**src/rtl/adc_peak_window.sv**
```systemverilog
// adc_peak_window: windowed max/min/peak-to-peak ADC amplitude meter with settle phase and clip pulse
// Ports:
//   clk        system clock
//   rst_n      synchronous active-low reset
//   sample_en  1-clk strobe, adc_data valid this cycle
//   adc_data   unsigned ADC sample
//   restart    1-clk pulse: abort window and re-enter settle
//   peak_max   max sample of last completed window
//   peak_min   min sample of last completed window
//   peak_pp    peak_max - peak_min of last completed window
//   win_valid  1-clk pulse when peak_* update
//   clip       1-clk pulse for a clipping sample accepted while accumulating
//   settling   high while discarding settle samples
module adc_peak_window #(
  parameter int DATA_W     = 12,
  parameter int WIN_LEN    = 512,
  parameter int SETTLE_LEN = 16,
  parameter int CLIP_HI    = 4000,
  parameter int CLIP_LO    = 95
) (
  input  logic              clk,
  input  logic              rst_n,
  input  logic              sample_en,
  input  logic [DATA_W-1:0] adc_data,
  input  logic              restart,
  output logic [DATA_W-1:0] peak_max,
  output logic [DATA_W-1:0] peak_min,
  output logic [DATA_W-1:0] peak_pp,
  output logic              win_valid,
  output logic              clip,
  output logic              settling
);
  localparam int SW = SETTLE_LEN > 1 ? $clog2(SETTLE_LEN) : 1;
  localparam int WW = $clog2(WIN_LEN);
  localparam logic [SW-1:0] SETTLE_LAST = SW'(SETTLE_LEN > 0 ? SETTLE_LEN - 1 : 0);
  localparam logic [WW-1:0] WIN_LAST = WW'(WIN_LEN - 1);
  localparam logic [DATA_W-1:0] HI = DATA_W'(CLIP_HI);
  localparam logic [DATA_W-1:0] LO = DATA_W'(CLIP_LO);

  typedef enum logic {SETTLE, ACCUM} state_t;
  localparam state_t INIT = SETTLE_LEN > 0 ? SETTLE : ACCUM;

  state_t state, state_n;
  logic [SW-1:0] settle_cnt, settle_cnt_n;
  logic [WW-1:0] win_cnt, win_cnt_n;
  logic [DATA_W-1:0] run_max, run_max_n, run_min, run_min_n;
  logic [DATA_W-1:0] peak_max_n, peak_min_n, peak_pp_n;
  logic win_valid_n, clip_n;

  always_ff @(posedge clk) begin
    if (!rst_n) begin
      state      <= INIT;
      settle_cnt <= '0;
      win_cnt    <= '0;
      run_max    <= '0;
      run_min    <= '0;
      peak_max   <= '0;
      peak_min   <= '0;
      peak_pp    <= '0;
      win_valid  <= 1'b0;
      clip       <= 1'b0;
    end else begin
      state      <= state_n;
      settle_cnt <= settle_cnt_n;
      win_cnt    <= win_cnt_n;
      run_max    <= run_max_n;
      run_min    <= run_min_n;
      peak_max   <= peak_max_n;
      peak_min   <= peak_min_n;
      peak_pp    <= peak_pp_n;
      win_valid  <= win_valid_n;
      clip       <= clip_n;
    end
  end

  always_comb begin
    state_n      = state;
    settle_cnt_n = settle_cnt;
    win_cnt_n    = win_cnt;
    run_max_n    = run_max;
    run_min_n    = run_min;
    peak_max_n   = peak_max;
    peak_min_n   = peak_min;
    peak_pp_n    = peak_pp;
    win_valid_n  = 1'b0;
    clip_n       = 1'b0;
    if (restart) begin
      state_n      = INIT;
      settle_cnt_n = '0;
      win_cnt_n    = '0;
    end else if (sample_en && state == SETTLE) begin
      state_n      = settle_cnt == SETTLE_LAST ? ACCUM : SETTLE;
      settle_cnt_n = settle_cnt == SETTLE_LAST ? '0 : settle_cnt + SW'(1);
    end else if (sample_en) begin
      // win_cnt == 0 marks the first sample, which seeds both extremes
      run_max_n = (win_cnt == '0 || adc_data > run_max) ? adc_data : run_max;
      run_min_n = (win_cnt == '0 || adc_data < run_min) ? adc_data : run_min;
      clip_n    = adc_data >= HI || adc_data <= LO;
      win_cnt_n = win_cnt == WIN_LAST ? '0 : win_cnt + WW'(1);
      if (win_cnt == WIN_LAST) begin
        peak_max_n  = run_max_n;
        peak_min_n  = run_min_n;
        peak_pp_n   = run_max_n - run_min_n;
        win_valid_n = 1'b1;
      end
    end
  end

  assign settling = state == SETTLE;
endmodule
```
**config.mk**
```make
export PLATFORM = sky130hd
export DESIGN_NAME = adc_peak_window
export DESIGN_NICKNAME = d
export VERILOG_FILES = /design/src/rtl/adc_peak_window.sv
export SDC_FILE = /design/constraint.sdc
export NUM_CORES = 1
export LEC_CHECK = 0
export ABC_AREA = 1
export CAP_MARGIN = 25
export CORE_MARGIN = 2
export CORE_UTILIZATION = 55
export DETAILED_ROUTE_END_ITERATION = 8
export PLACE_DENSITY = 0.79
export SYNTH_ARGS = -nofsm -noshare
export SYNTH_HDL_FRONTEND = slang
export SYNTH_SLANG_ARGS = --single-unit
```
**constraint.sdc**
```tcl
create_clock -name clk -period 6.48 [get_ports clk]
set_clock_uncertainty 0.1 [all_clocks]
set_input_delay 1.944 -clock clk [delete_from_list [all_inputs] [get_ports clk]]
set_output_delay 1.944 -clock clk [all_outputs]
set_load 0.01 [all_outputs]
```
# After elaboration in Yosys (flattened, before gate mapping)
# Index checks and enable logic that the tools add are counted.
# word_totals
reg_bits,76
input_bits,16
wordCells,40
# op_classes
add_sub_neg,3
magnitude_cmp,4
eq_ne,2
n_mux,6
bitwise_logic,5
reduce_logical,10
# ops
operator,n
$mux 12,2
$ge 12x12->1 const B,1
$gt 12x12->1,1
$le 12x7->1 const B,1
$lt 12x12->1,1
$sub 12x12->12,1
$add 9x1->9 const B,1
$eq 9x9->1 const B,1
$logic_not 9->1,1
$mux 9,1
$not 1->1,5
$add 4x1->4 const B,1
$eq 4x4->1 const B,1
$mux 4,1
$reduce_and 4->1,1
$reduce_or 4->1,1
$logic_or 1x1->1,3
$reduce_and 3->1,1
$mux 1,2
$reduce_and 2->1,1
$reduce_or 2->1,1
$logic_and 1x1->1,1

# Logic depth before layout (Yosys ltp)
# depth
depth_word,4
ltp_mapped,29
depth_no_buf,28

# Worst setup path after synthesis
# OpenSTA, ideal clock, no wires.
# synth_timing
path_type,input -> register
from,in adc_data[11]
to,reg peak_pp[10]
setup_ps,109
arrival_ps,4458
setup_slack_ps,1813
path_stages,26
path_buffers,1
path_cell_list,ha_1 -> nand2_1 -> inv_2 -> nand2_2 -> inv_1 -> nand2_1 -> nand3_2 -> nand2_2 -> nand2_4 -> buf_2 -> o21ai_0 -> ha_1 -> inv_1 -> fa_1 -> nand2_1 -> nand2_1 -> nand2_2 -> nand2_2 -> nand3_2 -> nand2_2 -> nand2_1 -> nand2_1 -> nand2_1 -> nand3_1 -> nand2_1 -> inv_1
# synth_between
elab_chain_cells,4
# synth_lines
item,line,rtl
from (decl),24,"input logic [DATA_W-1:0] adc_data,"
$gt 12x12->1 or $lt 12x12->1 (tied branches),"96, 97",
"$logic_or 1x1->1, on equally long branches","96, 97",
"$mux 12, on equally long branches","96, 97",
$sub 12x12->12 *,103,peak_pp_n = run_max_n - run_min_n;
to (signal assigned),70,peak_pp <= peak_pp_n;
to (decl),28,"output logic [DATA_W-1:0] peak_pp,"
# Every way passes the cells marked *; elsewhere a longest branch is shown, timed or not.
# A chain may end at the register's enable or synchronous reset.

# Worst setup path in the final report
# layout_timing
from,in adc_data[9]
to,reg peak_pp[10]
# The elaborated chain is that of the path after synthesis.

==> out/metrics.csv <==
stage,metric,value,unit
setup_path,"most used cell, CP",nand2_1,
clock_network,CTS Buffer Depth,2,
sta,final hold violations,0,
global_routing,gr usage total,0.269,
power_and_ir_drop,Max rail drop VDD,0.000129,V
clock_network,Post-CTS Hold Buffers,0,
setup_path,R2R depth,23,
setup_path,Crit path required time,6.63,ns
floorplanning,total core area,7810,µm²
drt,first drt pass iteration count,6,
placed_design,IO Port Bufs,54,
setup_path,worst setup path class,in2reg,
synthesis,synth unique cells,38,
setup_path,Critical Path End,peak_pp[10],
clock_network,Root Buffer Master,clkbuf_8,
floorplanning,I/O pin count,55,
layout,layout cells sized above 1,0.0769,
setup_path,r2r endpoint,peak_pp[10],
drt,WL/cell,14.3,µm
floorplanning,die area,8900,µm²
clock_network,postcts setup bufs,0,
setup_path,crit-path max FO,24,
floorplanning,die height,94.3,µm
global_routing,largest net degree at the start of global routing,50,
floorplanning,num rows,32,
layout,n_diodes,0,
outcome,status,"finished, final reports clean",
setup_path,slowest CP cell,clkdlybuf4s50_1,
drt,detailed-route DRC error count,0,
sta,Tightest Pin Transition,0.745,ns
sta,unrepaired setup endpoints after global routing,false,
sta,final period utilization,0.827,
setup_path,FF-to-FF setup slack,2.86,ns
sta,"Slew Viols, Final",0,
layout,# fillers,688,
sta,Final Setup Violations,0,
sta,Fmax achieved,187,MHz
setup_path,startpoint types,input pin,
placed_design,Post-Place Worst Slack,0.828,ns
synthesis,Syn Nets,689,
synthesis,register area share after synthesis,0.339,
power_and_ir_drop,NetSw,259,µW
synthesis,synthesized instance count,635,
power_and_ir_drop,internal power,689,µW
drt,"antenna viol nets, final",0,
clock_network,Worst-path clk slew,0.08,ns
setup_path,critical path's top delay family,simple AND/OR/NAND/NOR gates,
setup_path,CP Cell Sequence,clkdlybuf4s50_1 -> ha_1 -> a21oi_1 -> nor2_1 -> nor2_1 -> nand3_2 -> nand2_2 -> nand2_4 -> o21ai_0 -> ha_1 -> inv_1 -> fa_1 -> nand2_1 -> nand2_1 -> nand2_2 -> nand2_2 -> nand3_2 -> nand2_2 -> nand2_1 -> nand2_1 -> nand2_1 -> nand3_1 -> nand2_1 -> inv_1,
clock_network,total CTS buffers,9,
drt,drt via density,5.40,
layout,Multi-input gate area,2400,µm²
layout,final net count,739,
synthesis,Syn. warnings,0,
global_routing,first-pass GRT wire length,18800,µm
global_routing,antenna violations before repair,0,
synthesis,cell area after synthesis,4490,µm²
synthesis,syn_area_per_cell,7.07,µm²
global_routing,GRT overflow,0,
drt,Post-Route WL,11300,µm
power_and_ir_drop,LEAKAGE,0.00256,µW
setup_path,CP Capture Type,register,
setup_path,FF-to-FF Start,run_max[11],
clock_network,CTS H-tree depth,3,
drt,Initial DRC Count,334,
sta,setup TNS,0,ns
clock_network,clk sinks,76,
hold_path,worst hold path class,reg2reg,
clock_network,CTS tree,done,
floorplanning,initial core utilization,0.575,
drt,via count,4273,
setup_path,CP Data Arrival Time,5.51,ns
power_and_ir_drop,power density cells,178,nW/µm²
global_routing,vias in the first global route,4096,
setup_path,"Largest stage delay, worst path",0.60,ns
power_and_ir_drop,clock share of power,0.376,
synthesis,post-synthesis register bit count,76,
sta,setup ws final,1.12,ns
setup_path,Critical Path Stages,24,
floorplanning,Die X,94.3,µm
setup_path,"Buf+Inv Stages, Crit Path",3,
sta,max_slew headroom,0.502,
placed_design,Detail Placement HPWL,8590,µm
placed_design,gpl congestion,0.983,
clock_network,Skew-Pair Late Insertion Delay,0.35,ns
layout,Sequential Area,1520,µm²
job,max-cap violations,0,
power_and_ir_drop,Logic pwr share,0.131,
setup_path,CP Launch Point,adc_data[9],
clock_network,Resized cells post-CTS,0,
power_and_ir_drop,Sw Share,0.273,
layout,area delta synth->final,18.4,%
sta,Tmin final,5.36,ns
power_and_ir_drop,sequential power share,0.493,
-- worst register-to-register path, cell delays in order (launching register included) --
cell and delay, ns:
dfxtp_1 0.37, inv_1 0.08, ha_1 0.29, a21o_1 0.18
nor2_1 0.20, nand3_2 0.11, nand2_2 0.11, nand2_4 0.18
o21ai_0 0.42, ha_1 0.23, inv_1 0.08, fa_1 0.41
nand2_1 0.08, nand2_1 0.06, nand2_2 0.06, nand2_2 0.06
nand3_2 0.06, nand2_2 0.08, nand2_1 0.09, nand2_1 0.06
nand2_1 0.06, nand3_1 0.06, nand2_1 0.07, inv_1 0.03
-- power groups by stage --
| stage | logic [µW] | clock network, µW | registers [µW] |
|---|---|---|---|
| final | 124 | 356 | 468 |
| after floorplan | 83.0 | 0 | 479 |
| after detailed placement | 121 | 0 | 479 |
| after global routing | 140 | 383 | 468 |
| after CTS | 122 | 361 | 468 |
| after global placement | 117 | 0 | 479 |
-- placed cells by master, fill, tap and decap left out, types with 3 or more instances in the layout --
cell type        instances
nand2_4                  6
clkdlybuf4s50_1         54
nand2_2                 12
nand3_1                 28
xor2_1                   4
inv_1                  124
clkbuf_8                 9
o21ai_0                 50
o211ai_1                32
nor3_1                  10
a21oi_1                 29
xnor2_1                  4
ha_1                    37
nand4_1                  7
nor2_1                  44
clkinvlp_4               3
nand2_1                121
inv_2                    5
dfxtp_1                 76
buf_4                    6
-- per-stage QoR --
step | hold slack (ns) | util | instances | total power [µW] | instance area, µm²
6_report | 0.389 | 0.681 | 791 | 948 | 5320
5_1_grt | 0.411 | 0.681 | 791 | 991 | 5320
4_1_cts | 0.390 | 0.681 | 791 | 951 | 5320
3_5_place_dp | 0.376 | 0.657 | 776 | 600 | 5130
3_3_place_gp | 0.360 | 0.657 | 776 | 596 | 5130
2_1_floorplan | 0.348 | - | 635 | 561 | 4490
-- area by class of cell --
cell class,instances,area share
Clock buffer,9,0.0233
Clock inverter,6,0.0125
Inverter,130,0.0918
Multi-Input combinational cell,408,0.452
Sequential cell,76,0.286
Tap cell,102,0.0240
Timing Repair Buffer,60,0.110
-- kinds of logic after synthesis --
logic type,share of synthesized area
AOI/OAI and AO/OA,0.164
xor gates and xnor gates,0.0156
and+or+nand+nor,0.247
DFF,0.339
buffers and inverters,0.127
adders and majority gates,0.108
-- synthesized netlist by cell type, drive strengths merged --
master	n	area, µm²
nand2	139	597
inv	129	484
dfxtp	76	1520
o21ai	52	272
nor2	47	186
ha	37	463
o211ai	32	240
nand3	30	160
a21oi	29	145
clkbuf	13	48.8
nor3	11	66.3
nand4	9	77.6
buf	8	35.0
xnor2	4	35.0
xor2	4	35.0
a21o	2	15.0
nor3b	2	15.0
o21a	2	15.0
o21bai	2	15.0
a211oi	1	7.51
clkinv	1	3.75
fa	1	20.0
nor4	1	6.26
o2111ai	1	8.76
o221ai	1	8.76
o31ai	1	7.51
-- worst min path at each step --
stage                        startpoint             to  slack, ns  depth (start not counted)
final                     settle_cnt[1]  settle_cnt[1]       0.39                          2
after global routing      settle_cnt[1]  settle_cnt[1]       0.41                          2
after CTS                 settle_cnt[1]  settle_cnt[1]       0.39                          2
after detailed placement     run_max[8]     run_max[8]       0.38                          2
after global placement    settle_cnt[1]  settle_cnt[1]       0.36                          2
after floorplan           settle_cnt[1]  settle_cnt[1]       0.35                          2
-- sequential cells by signal (all words and copies together), names as in the netlist, 4 cells and up --
name and count:
peak_max 12, settle_cnt 4, run_max 12, peak_pp 12
peak_min 12, run_min 12, win_cnt 9
-- metal layers --
metal	share of wire	up-vias	track usage	wire length [µm]
met5	0	-	0	0
met4	0.038	0	0.128	427
met3	0.057	39	0.0479	644
met2	0.46	143	0.438	5150
met1	0.45	1958	0.347	5060
li1	-	2133	-	-
No activity file was read; power rests on OpenSTA's default activity.
